## src/rtl/multicycle_control.sv

```systemverilog
// Multicycle MIPS-subset control unit: Moore FSM sequencing fetch, decode,
// memory, ALU, branch, immediate and jump phases over a shared datapath.
module multicycle_control #(
  parameter bit SUPPORT_SHIFTS = 1'b1
) (
  input  logic       clk_i,
  input  logic       rst_i,
  input  logic [5:0] op_i,
  input  logic [5:0] funct_i,
  input  logic       zero_i,
  output logic [3:0] alu_control_o,
  output logic [1:0] alu_src_a_o,
  output logic [1:0] alu_src_b_o,
  output logic       pc_en_o,
  output logic       i_or_d_o,
  output logic       mem_write_o,
  output logic       ir_write_o,
  output logic       reg_dst_o,
  output logic       mem_to_reg_o,
  output logic       reg_write_o,
  output logic       zero_ext_o,
  output logic       illegal_o,
  output logic [1:0] pc_src_o,
  output logic [3:0] state_o
);

  localparam int unsigned STATE_W = 4;
  localparam int unsigned ALU_W   = 4;

  typedef enum logic [STATE_W-1:0] {
    FETCH     = 4'd0,
    DECODE    = 4'd1,
    MEM_ADDR  = 4'd2,
    MEM_READ  = 4'd3,
    MEM_WB    = 4'd4,
    MEM_WRITE = 4'd5,
    EXECUTE   = 4'd6,
    ALU_WB    = 4'd7,
    BRANCH    = 4'd8,
    IMM_EXEC  = 4'd9,
    IMM_WB    = 4'd10,
    JUMP      = 4'd11
  } state_t;

  localparam logic [5:0] OP_RTYPE = 6'b000000;
  localparam logic [5:0] OP_J     = 6'b000010;
  localparam logic [5:0] OP_BEQ   = 6'b000100;
  localparam logic [5:0] OP_BNE   = 6'b000101;
  localparam logic [5:0] OP_ADDI  = 6'b001000;
  localparam logic [5:0] OP_SLTI  = 6'b001010;
  localparam logic [5:0] OP_ANDI  = 6'b001100;
  localparam logic [5:0] OP_ORI   = 6'b001101;
  localparam logic [5:0] OP_LW    = 6'b100011;
  localparam logic [5:0] OP_SW    = 6'b101011;

  localparam logic [5:0] F_SLL = 6'b000000;
  localparam logic [5:0] F_SRL = 6'b000010;
  localparam logic [5:0] F_SRA = 6'b000011;
  localparam logic [5:0] F_ADD = 6'b100000;
  localparam logic [5:0] F_SUB = 6'b100010;
  localparam logic [5:0] F_AND = 6'b100100;
  localparam logic [5:0] F_OR  = 6'b100101;
  localparam logic [5:0] F_SLT = 6'b101010;

  localparam logic [ALU_W-1:0] ALU_AND = 4'd0;
  localparam logic [ALU_W-1:0] ALU_OR  = 4'd1;
  localparam logic [ALU_W-1:0] ALU_ADD = 4'd2;
  localparam logic [ALU_W-1:0] ALU_SLL = 4'd3;
  localparam logic [ALU_W-1:0] ALU_SUB = 4'd6;
  localparam logic [ALU_W-1:0] ALU_SLT = 4'd7;
  localparam logic [ALU_W-1:0] ALU_SRL = 4'd8;
  localparam logic [ALU_W-1:0] ALU_SRA = 4'd9;

  localparam logic [1:0] SRC_A_PC    = 2'd0;
  localparam logic [1:0] SRC_A_RS    = 2'd1;
  localparam logic [1:0] SRC_A_SHAMT = 2'd2;
  localparam logic [1:0] SRC_B_RT    = 2'd0;
  localparam logic [1:0] SRC_B_FOUR  = 2'd1;
  localparam logic [1:0] SRC_B_IMM   = 2'd2;
  localparam logic [1:0] SRC_B_IMM4  = 2'd3;
  localparam logic [1:0] PC_ALU      = 2'd0;
  localparam logic [1:0] PC_ALUOUT   = 2'd1;
  localparam logic [1:0] PC_JUMP     = 2'd2;

  state_t state;
  state_t state_next;

  logic [ALU_W-1:0] funct_alu;
  logic             funct_shift;
  logic             funct_ok;
  logic [ALU_W-1:0] imm_alu;

  // R-type funct decode; shifts become illegal when the shifter is absent
  always_comb begin
    funct_alu   = ALU_AND;
    funct_shift = 1'b0;
    funct_ok    = 1'b1;
    case (funct_i)
      F_ADD: funct_alu = ALU_ADD;
      F_SUB: funct_alu = ALU_SUB;
      F_AND: funct_alu = ALU_AND;
      F_OR:  funct_alu = ALU_OR;
      F_SLT: funct_alu = ALU_SLT;
      F_SLL: begin
        funct_alu   = ALU_SLL;
        funct_shift = 1'b1;
        funct_ok    = SUPPORT_SHIFTS;
      end
      F_SRL: begin
        funct_alu   = ALU_SRL;
        funct_shift = 1'b1;
        funct_ok    = SUPPORT_SHIFTS;
      end
      F_SRA: begin
        funct_alu   = ALU_SRA;
        funct_shift = 1'b1;
        funct_ok    = SUPPORT_SHIFTS;
      end
      default: funct_ok = 1'b0;
    endcase
  end

  always_comb begin
    imm_alu = ALU_ADD;
    case (op_i)
      OP_SLTI: imm_alu = ALU_SLT;
      OP_ANDI: imm_alu = ALU_AND;
      OP_ORI:  imm_alu = ALU_OR;
      default: imm_alu = ALU_ADD;
    endcase
  end

  always_ff @(posedge clk_i) begin
    if (rst_i) state <= FETCH;
    else       state <= state_next;
  end

  always_comb begin
    state_next = FETCH;
    case (state)
      FETCH: state_next = DECODE;
      DECODE: begin
        case (op_i)
          OP_LW, OP_SW:                      state_next = MEM_ADDR;
          OP_RTYPE:                          state_next = EXECUTE;
          OP_BEQ, OP_BNE:                    state_next = BRANCH;
          OP_ADDI, OP_SLTI, OP_ANDI, OP_ORI: state_next = IMM_EXEC;
          OP_J:                              state_next = JUMP;
          default:                           state_next = FETCH;
        endcase
      end
      MEM_ADDR:  state_next = (op_i == OP_SW) ? MEM_WRITE : MEM_READ;
      MEM_READ:  state_next = MEM_WB;
      EXECUTE:   state_next = funct_ok ? ALU_WB : FETCH;
      IMM_EXEC:  state_next = IMM_WB;
      default:   state_next = FETCH;
    endcase
  end

  // Moore outputs; only the BRANCH pc enable looks at a live input
  always_comb begin
    alu_control_o = ALU_AND;
    alu_src_a_o   = SRC_A_PC;
    alu_src_b_o   = SRC_B_RT;
    pc_src_o      = PC_ALU;
    pc_en_o       = 1'b0;
    i_or_d_o      = 1'b0;
    mem_write_o   = 1'b0;
    ir_write_o    = 1'b0;
    reg_dst_o     = 1'b0;
    mem_to_reg_o  = 1'b0;
    reg_write_o   = 1'b0;
    zero_ext_o    = 1'b0;
    illegal_o     = 1'b0;
    case (state)
      FETCH: begin
        ir_write_o    = 1'b1;
        alu_src_a_o   = SRC_A_PC;
        alu_src_b_o   = SRC_B_FOUR;
        alu_control_o = ALU_ADD;
        pc_src_o      = PC_ALU;
        pc_en_o       = 1'b1;
      end
      DECODE: begin
        alu_src_a_o   = SRC_A_PC;
        alu_src_b_o   = SRC_B_IMM4;
        alu_control_o = ALU_ADD;
        case (op_i)
          OP_LW, OP_SW, OP_RTYPE, OP_BEQ, OP_BNE,
          OP_ADDI, OP_SLTI, OP_ANDI, OP_ORI, OP_J: illegal_o = 1'b0;
          default:                                 illegal_o = 1'b1;
        endcase
      end
      MEM_ADDR: begin
        alu_src_a_o   = SRC_A_RS;
        alu_src_b_o   = SRC_B_IMM;
        alu_control_o = ALU_ADD;
      end
      MEM_READ: i_or_d_o = 1'b1;
      MEM_WB: begin
        reg_write_o  = 1'b1;
        mem_to_reg_o = 1'b1;
      end
      MEM_WRITE: begin
        i_or_d_o    = 1'b1;
        mem_write_o = 1'b1;
      end
      EXECUTE: begin
        alu_src_b_o = SRC_B_RT;
        if (funct_ok) begin
          alu_control_o = funct_alu;
          alu_src_a_o   = funct_shift ? SRC_A_SHAMT : SRC_A_RS;
        end else begin
          illegal_o = 1'b1;
        end
      end
      ALU_WB: begin
        reg_write_o = 1'b1;
        reg_dst_o   = 1'b1;
      end
      BRANCH: begin
        alu_src_a_o   = SRC_A_RS;
        alu_src_b_o   = SRC_B_RT;
        alu_control_o = ALU_SUB;
        pc_src_o      = PC_ALUOUT;
        if (op_i == OP_BEQ)      pc_en_o = zero_i;
        else if (op_i == OP_BNE) pc_en_o = ~zero_i;
      end
      IMM_EXEC: begin
        alu_src_a_o   = SRC_A_RS;
        alu_src_b_o   = SRC_B_IMM;
        alu_control_o = imm_alu;
        zero_ext_o    = (op_i == OP_ANDI) || (op_i == OP_ORI);
      end
      IMM_WB: reg_write_o = 1'b1;
      JUMP: begin
        pc_src_o = PC_JUMP;
        pc_en_o  = 1'b1;
      end
      default: ;
    endcase
    // Architectural side effects are blocked for the whole reset window
    if (rst_i) begin
      pc_en_o     = 1'b0;
      mem_write_o = 1'b0;
      reg_write_o = 1'b0;
      ir_write_o  = 1'b0;
      illegal_o   = 1'b0;
    end
  end

  assign state_o = state;

endmodule

```

## config.mk

```make
export PLATFORM = sky130hd
export DESIGN_NAME = multicycle_control
export DESIGN_NICKNAME = d
export VERILOG_FILES = /design/src/rtl/multicycle_control.sv
export SDC_FILE = /design/constraint.sdc
export NUM_CORES = 1
export LEC_CHECK = 0
export BUFFER_PORTS_ARGS = -buffer_cell sky130_fd_sc_hd__buf_2
export CAP_MARGIN = 15
export CORE_ASPECT_RATIO = 1.1
export CORE_UTILIZATION = 40
export CTS_CLUSTER_SIZE = 20
export DETAILED_ROUTE_END_ITERATION = 8
export PLACE_DENSITY = 0.75
export SYNTH_ARGS = -nofsm -noshare
export SYNTH_HDL_FRONTEND = slang
export SYNTH_SLANG_ARGS = --single-unit
```

## constraint.sdc

```tcl
create_clock -name clk_i -period 1.82 [get_ports clk_i]
set_input_delay 0.273 -clock clk_i [delete_from_list [all_inputs] [get_ports clk_i]]
set_output_delay 0.273 -clock clk_i [all_outputs]
set_load 0.005 [all_outputs]
```

==> metrics.txt, run 1 <==
outcome=complete, but fails checks; failing checks=negative setup slack; GR Util All Layers=between 20% and 30%; Worst R2R Setup Slack=roughly 0.44 ns; worst hold start=rst_i; fin area=approximately 1200 sq um; Starting Density=between 40% and 50%; achievable frequency=approximately 540 MHz; WL met3=around 140 um; final std cells w/o fill=between 150 and 200; power per cell area=332 nW/um^2; width of the die=roughly 43 um; number of nets with antenna violations after routing=0; Hold Fails Final Rpt=0; crit share post-route=101%; Synth cell types=44; RSZ-0062 raised after global routing=true; drt pass-1 iters=4; GPL Wtd Cong=0.931; Synth Instances=around 110; cts bufs inserted=3; Largest register FFs=4; DRC viols=0; CP Launch Type=flop; hold depth=2; CTS tree=done; ys async rst share=0%; syn_nets=126; first-pass GRT wire length=~4100 um; die area=about 2000 sq um; Max-cap violations=0; Reg clk slew, reported paths=roughly 0.04 ns; VDD IR max=between 0.3 and 0.4 mV; Final #Nets=185; Max H-tree Level=1; Crit. End Element=output pin; overall die height=47.0 um; Leakage=roughly 0.57 nW; number of vias per cell=just under 6; Min-Delay Path Class=input pin to flop; Req. time, crit path=about 1.6 ns; synthesized cell area=roughly 740 sq um; Post-Route WL=2620 um; EDFF count, synth=0; Clk Latency, worst-skew pair=0.25 ns; site row count=15; pin count of the biggest net entering global routing=10; total number of vias=between 1000 and 1500; initial DRC count=34; crit path max fanout=4; hold-fix buffers at CTS=0; number of inserted diodes=0; YS warnings=0; placed cell count=180; PortBufs=37; Worst-Margin Slew=0.325 ns; CTS sink count=4; final clock skew=approximately 0.0066 ns; slew margin rel.=between 70% and 80%; Worst Reg-to-Reg Cells=4; worst setup margin=-0.0180 ns; DP HPWL=between 1500 and 2000 um; ys flop type=dfxtp_1; Total Power=roughly 400 uW; Hold EP=state_o[3]; WHS=between 0.3 and 0.4 ns; IO Pins=38; Longest Clk Path Bufs=2; met1 WL=~1000 um; largest area contributor in the netlist=dfxtp_1; Min Clock Period, post-route=between 1.5 and 2 ns; layout cells sized above 1=between 50 and 60%; Reg-to-Reg End=state_o[0]; DR WL met2=about 1400 um; vias in the first global route=996; Critical Path AT=roughly 1.6 ns; Synth top area share=a little over a tenth; initial antenna violation count=0; Placed Area=roughly 1100 sq um; GR Overflow Total=0; DR top layer=met4; worst r2r src=state_o[3]; register area share after synthesis=approximately 11%; core area=1650 sq um; top cells by area in the synthesized netlist=dfxtp_1 11%, nor2_1 8.7%, a21oi_1 5.4%; area grow syn2layout=64.0%; Setup CP Type=flop to output pin; Setup WS pre-CTS=-0.129 ns; root buffer cell=clkbuf_4; Slew Viols, Final=0; FF+latch count, synth=4; syn_area_per_cell=about 6.6 sq um; WL per Instance=14.2 um; final setup vio count=2
-- cell type report --
class	count	area, sq um
tap	17	21.3
clock buffer	3	22.5
sequential	4	90.1
multi-input combinational	94	679
inverter	5	18.8
timing repair buffer	62	377
fill	130	443
-- how the worst max path moves through the flow --
stage / startpoint / endpoint / slack (ns) / cells after the start
CTS: state_o[1] / illegal_o / -0.06 / 4
global route: state_o[2] / alu_control_o[2] / -0.07 / 8
floorplan: funct_i[5] / alu_control_o[0] / 0.02 / 6
global placement: funct_i[2] / alu_control_o[2] / -0.07 / 6
detailed placement: funct_i[2] / alu_control_o[2] / -0.13 / 6
finish: state_o[3] / alu_control_o[2] / -0.02 / 4
-- timing repair --
item | 4_1_cts | 5_1_grt
cloned | 0 | 0
endpoints found under the setup margin | 5 | 7
pin swaps | 4 | 5
setup buffers | 1 | 1
gates resized for setup | 6 | 16
-- per-layer routing --
metal / track usage [%] / up-vias
met4: 9.38 / 0
li1: - / 540
met1: 29.8 / 493
met3: 2.69 / 4
met5: 0 / -
met2: 51.8 / 50
-- report_power, final --
part / internal (mW) / leakage (nW) / total, mW / switching, mW
Combinational: 0.0930 / 0.518 / 0.188 / 0.0946
Clock: 0.0742 / 0.0138 / 0.117 / 0.0432
Sequential: 0.0908 / 0.0349 / 0.0964 / 0.00561
Total: 0.258 / 0.567 / 0.401 / 0.143
-- kinds of logic (layout without fill, tap and decap cells) --
| family | Yosys count | after routing | synth area share, % |
|---|---|---|---|
| AO/OA/AOI/OAI | 37 | 37 | 36.0 |
| XOR/XNOR | 2 | 2 | 2.38 |
| buffers and inverters | 13 | 70 | 8.32 |
| flip-flops | 4 | 4 | 10.9 |
| multiplexers | 1 | 1 | 1.36 |
| AND/OR/NAND/NOR | 54 | 54 | 41.1 |
-- synthesized netlist by cell type, drive strengths merged, types with 2 or more instances --
cell    number
a21oi        8
nor2        17
nor2b        3
nor3         6
nand2        4
a31oi        2
and3         4
nand2b       5
or4          2
buf          3
inv          5
nor4         4
dfxtp        4
o21a         2
o21bai       3
clkbuf       5
o22ai        2
a41oi        2
o21ai        5
nand3        2
or2          2
xor2         2
-- through the flow --
stage / TNS, ns / utilization (%)
2_1_floorplan: 0 / -
4_1_cts: -0.108 / 68.1
3_5_place_dp: -0.278 / 65.0
6_report: -0.0206 / 73.2
3_3_place_gp: -0.112 / 65.0
5_1_grt: -0.169 / 73.2
-- placed cells by master (no fill, tap or decap), drive strengths merged, types with 2 or more instances in the layout --
cell type  count
buf           62
nor2          17
a21oi          8
nor3           6
inv            5
o21ai          5
nand2b         5
nand2          4
and3           4
nor4           4
dfxtp          4
nor2b          3
o21bai         3
clkbuf         3
nand3          2
a31oi          2
o21a           2
xor2           2
or4            2
or2            2
a41oi          2
o22ai          2
-- critical path: stages (launching register included) --
cell and delay (ns):
dfxtp_2 0.33, nand2b_4 0.14, or4_4 0.55, o221ai_2 0.17
buf_2 0.14
No activity file was read; power rests on OpenSTA's default activity.
==> run 2, diff against run 1 <==
--- a/config.mk
+++ b/config.mk
@@ -7,7 +7,6 @@
 export LEC_CHECK = 0
 export BUFFER_PORTS_ARGS = -buffer_cell sky130_fd_sc_hd__buf_2
 export CAP_MARGIN = 15
-export CORE_ASPECT_RATIO = 1.1
 export CORE_UTILIZATION = 40
 export CTS_CLUSTER_SIZE = 20
 export DETAILED_ROUTE_END_ITERATION = 8
==> constraint.sdc (replaced) <==
create_clock -name clk_i -period 1.82 [get_ports clk_i]
set_input_delay 0.273 -clock clk_i [delete_from_list [all_inputs] [get_ports clk_i]]
set_output_delay 0.273 -clock clk_i [all_outputs]
set_load 0.01 [all_outputs]
==> run 2 against run 1 <==
Against the previous run:
- the run still ends with negative setup slack left
- global-route usage shrank 0.97 points
- hold slack gained 0.014 ns
- sequential share of layout area fell by 0.45 points
- clock power decreased by 11%
- wire length down 1.9%
- power is 0.52% higher
- die area is essentially flat
- critical path depth did not move
- sequential power up 2%
- flip-flop and latch count did not move
- final cell count is 5.4% higher
- critical path type unchanged
==> metrics.txt, run 2 (same netlist as run 1, synthesis figures left out) <==
outcome=complete, but fails checks (unchanged); failing checks=negative setup slack (unchanged); Longest Clk Path Bufs=2 (unchanged); hold-fix buffers at CTS=0 (unchanged); DRC viols=0 (unchanged); PortBufs=37 (unchanged); worst hold start=rst_i (unchanged); pin count of the biggest net entering global routing=11 (was 10); worst r2r src=state_o[3] (unchanged); overall die height=44.9 um (was 47.0 um); Reg clk slew, reported paths=0.03 ns (was 0.04 ns); CTS sink count=4 (unchanged); placed cell count=188 (was 180); Starting Density=42.7% (was 44.6%); initial DRC count=47 (was 34); layout cells sized above 1=55.3% (was 53.0%); Reg-to-Reg End=state_o[1] (was state_o[0]); Worst R2R Setup Slack=0.40 ns (was 0.44 ns); final setup vio count=2 (unchanged); Largest register FFs=4 (unchanged); Post-Route WL=2570 um (was 2620 um); Max H-tree Level=1 (unchanged); number of vias per cell=5.58 (was 5.88); root buffer cell=clkbuf_4 (unchanged); area grow syn2layout=69.6% (was 64.0%); Total Power=403 uW (was 401 uW); Clk Latency, worst-skew pair=0.23 ns (was 0.25 ns); Critical Path AT=1.58 ns (was 1.56 ns); CP Launch Type=flop (unchanged); Worst Reg-to-Reg Cells=4 (unchanged); Min-Delay Path Class=input pin to flop (unchanged); IO Pins=38 (unchanged); Slew Viols, Final=0 (unchanged); number of inserted diodes=0 (unchanged); initial antenna violation count=0 (unchanged); cts bufs inserted=3 (unchanged); crit share post-route=102% (was 101%); width of the die=44.9 um (was 42.9 um); Placed Area=1110 sq um (was 1070 sq um); GR Overflow Total=0 (unchanged); Min Clock Period, post-route=1.85 ns (was 1.84 ns); Max-cap violations=0 (unchanged); core area=1730 sq um (was 1650 sq um); VDD IR max=0.363 mV (was 0.321 mV); crit path max fanout=4 (unchanged); hold depth=2 (unchanged); die area=2020 sq um (about the same); Crit. End Element=output pin (unchanged); Hold Fails Final Rpt=0 (unchanged); WL per Instance=13.2 um (was 14.2 um); final std cells w/o fill=195 (was 185); Worst-Margin Slew=0.346 ns (was 0.325 ns); Final #Nets=187 (was 185); worst setup margin=-0.0347 ns (was -0.0180 ns); DP HPWL=1870 um (was 1950 um); total number of vias=1088 (was 1087); achievable frequency=539 MHz (was 544 MHz); Setup CP Type=flop to output pin (unchanged); vias in the first global route=962 (was 996); Hold EP=state_o[3] (unchanged); GPL Wtd Cong=0.850 (was 0.931); Setup WS pre-CTS=-0.143 ns (was -0.129 ns); fin area=1250 sq um (was 1210 sq um); first-pass GRT wire length=3900 um (was 4080 um); CTS tree=done (unchanged); most common cell after layout, fill and taps aside=buf_2 (unchanged); most frequent cells in the layout=36 x buf_2, 27 x buf_4, 16 x nor2_1 (was 37 x buf_2, 24 x buf_4, 16 x nor2_1); slew margin rel.=76.3% (was 77.8%); final clock skew=0.0000749 ns (was 0.00661 ns); Req. time, crit path=1.55 ns (about the same); GR Util All Layers=25.4% (was 26.3%); site row count=15 (unchanged); Leakage=0.571 nW (was 0.567 nW); drt pass-1 iters=4 (unchanged); power per cell area=323 nW/um^2 (was 332 nW/um^2); number of nets with antenna violations after routing=0 (unchanged); RSZ-0062 raised after global routing=true (unchanged)
[run 2: worst max-delay path by stage]
| stage | startpoint | endpoint | slack, ns | depth (start not counted) |
|---|---|---|---|---|
| after floorplan | funct_i[5] | alu_control_o[2] | -0.01 | 6 |
| after global placement | funct_i[2] | alu_control_o[2] | -0.12 | 6 |
| after detailed placement | funct_i[2] | alu_control_o[2] | -0.14 | 6 |
| after CTS | state_o[0] | alu_control_o[2] | -0.07 | 4 |
| after global routing | state_o[0] | alu_control_o[2] | -0.07 | 4 |
| final | state_o[3] | alu_control_o[2] | -0.03 | 4 |
[run 2: report_power, final]
part	total (mW)	internal, mW	switching (mW)	leakage, nW
clock network	0.104	0.0733	0.0302	0.0138
registers	0.0983	0.0923	0.00594	0.0346
logic	0.202	0.0999	0.102	0.523
total	0.403	0.266	0.138	0.571
[run 2: final cells by class]
class	instances	area, sq um
multi-input cells	94	696
fillers	153	477
repair buffers	64	394
flip-flops and latches	4	87.6
well taps	25	31.3
clock buffers	3	22.5
inverters	5	18.8
[run 2: metrics by stage]
step | TNS (ns) | util (%) | hold WS (ns)
detailed placement | -0.329 | 64.1 | 0.558
global route | -0.171 | 72.4 | 0.375
CTS | -0.138 | 69.9 | 0.326
global placement | -0.238 | 64.1 | 0.559
finish | -0.0380 | 72.4 | 0.342
floorplan | -0.0254 | - | 0.363
[run 2: layer usage]
layer | GRT usage, % | vias up | wire [um]
met5 | 0 | - | 0
met4 | 8.48 | 0 | 36
met3 | 3.20 | 4 | 81
met2 | 47.2 | 38 | 1400
met1 | 29.4 | 505 | 1060
li1 | - | 541 | -
[run 2: worst max-delay path, stage by stage (launching register included)]
cell      delay [ns]
dfxtp_2         0.33
nand2b_4        0.14
or4_4           0.56
o221ai_4        0.18
buf_2           0.16
[run 2: timing repair]
| action | in CTS | in global routing |
|---|---|---|
| resized for setup | 13 | 8 |
| gates cloned | 0 | 0 |
| buffers inserted | 4 | 0 |
| endpoints found under the setup margin | 6 | 6 |
| pin swaps | 8 | 4 |
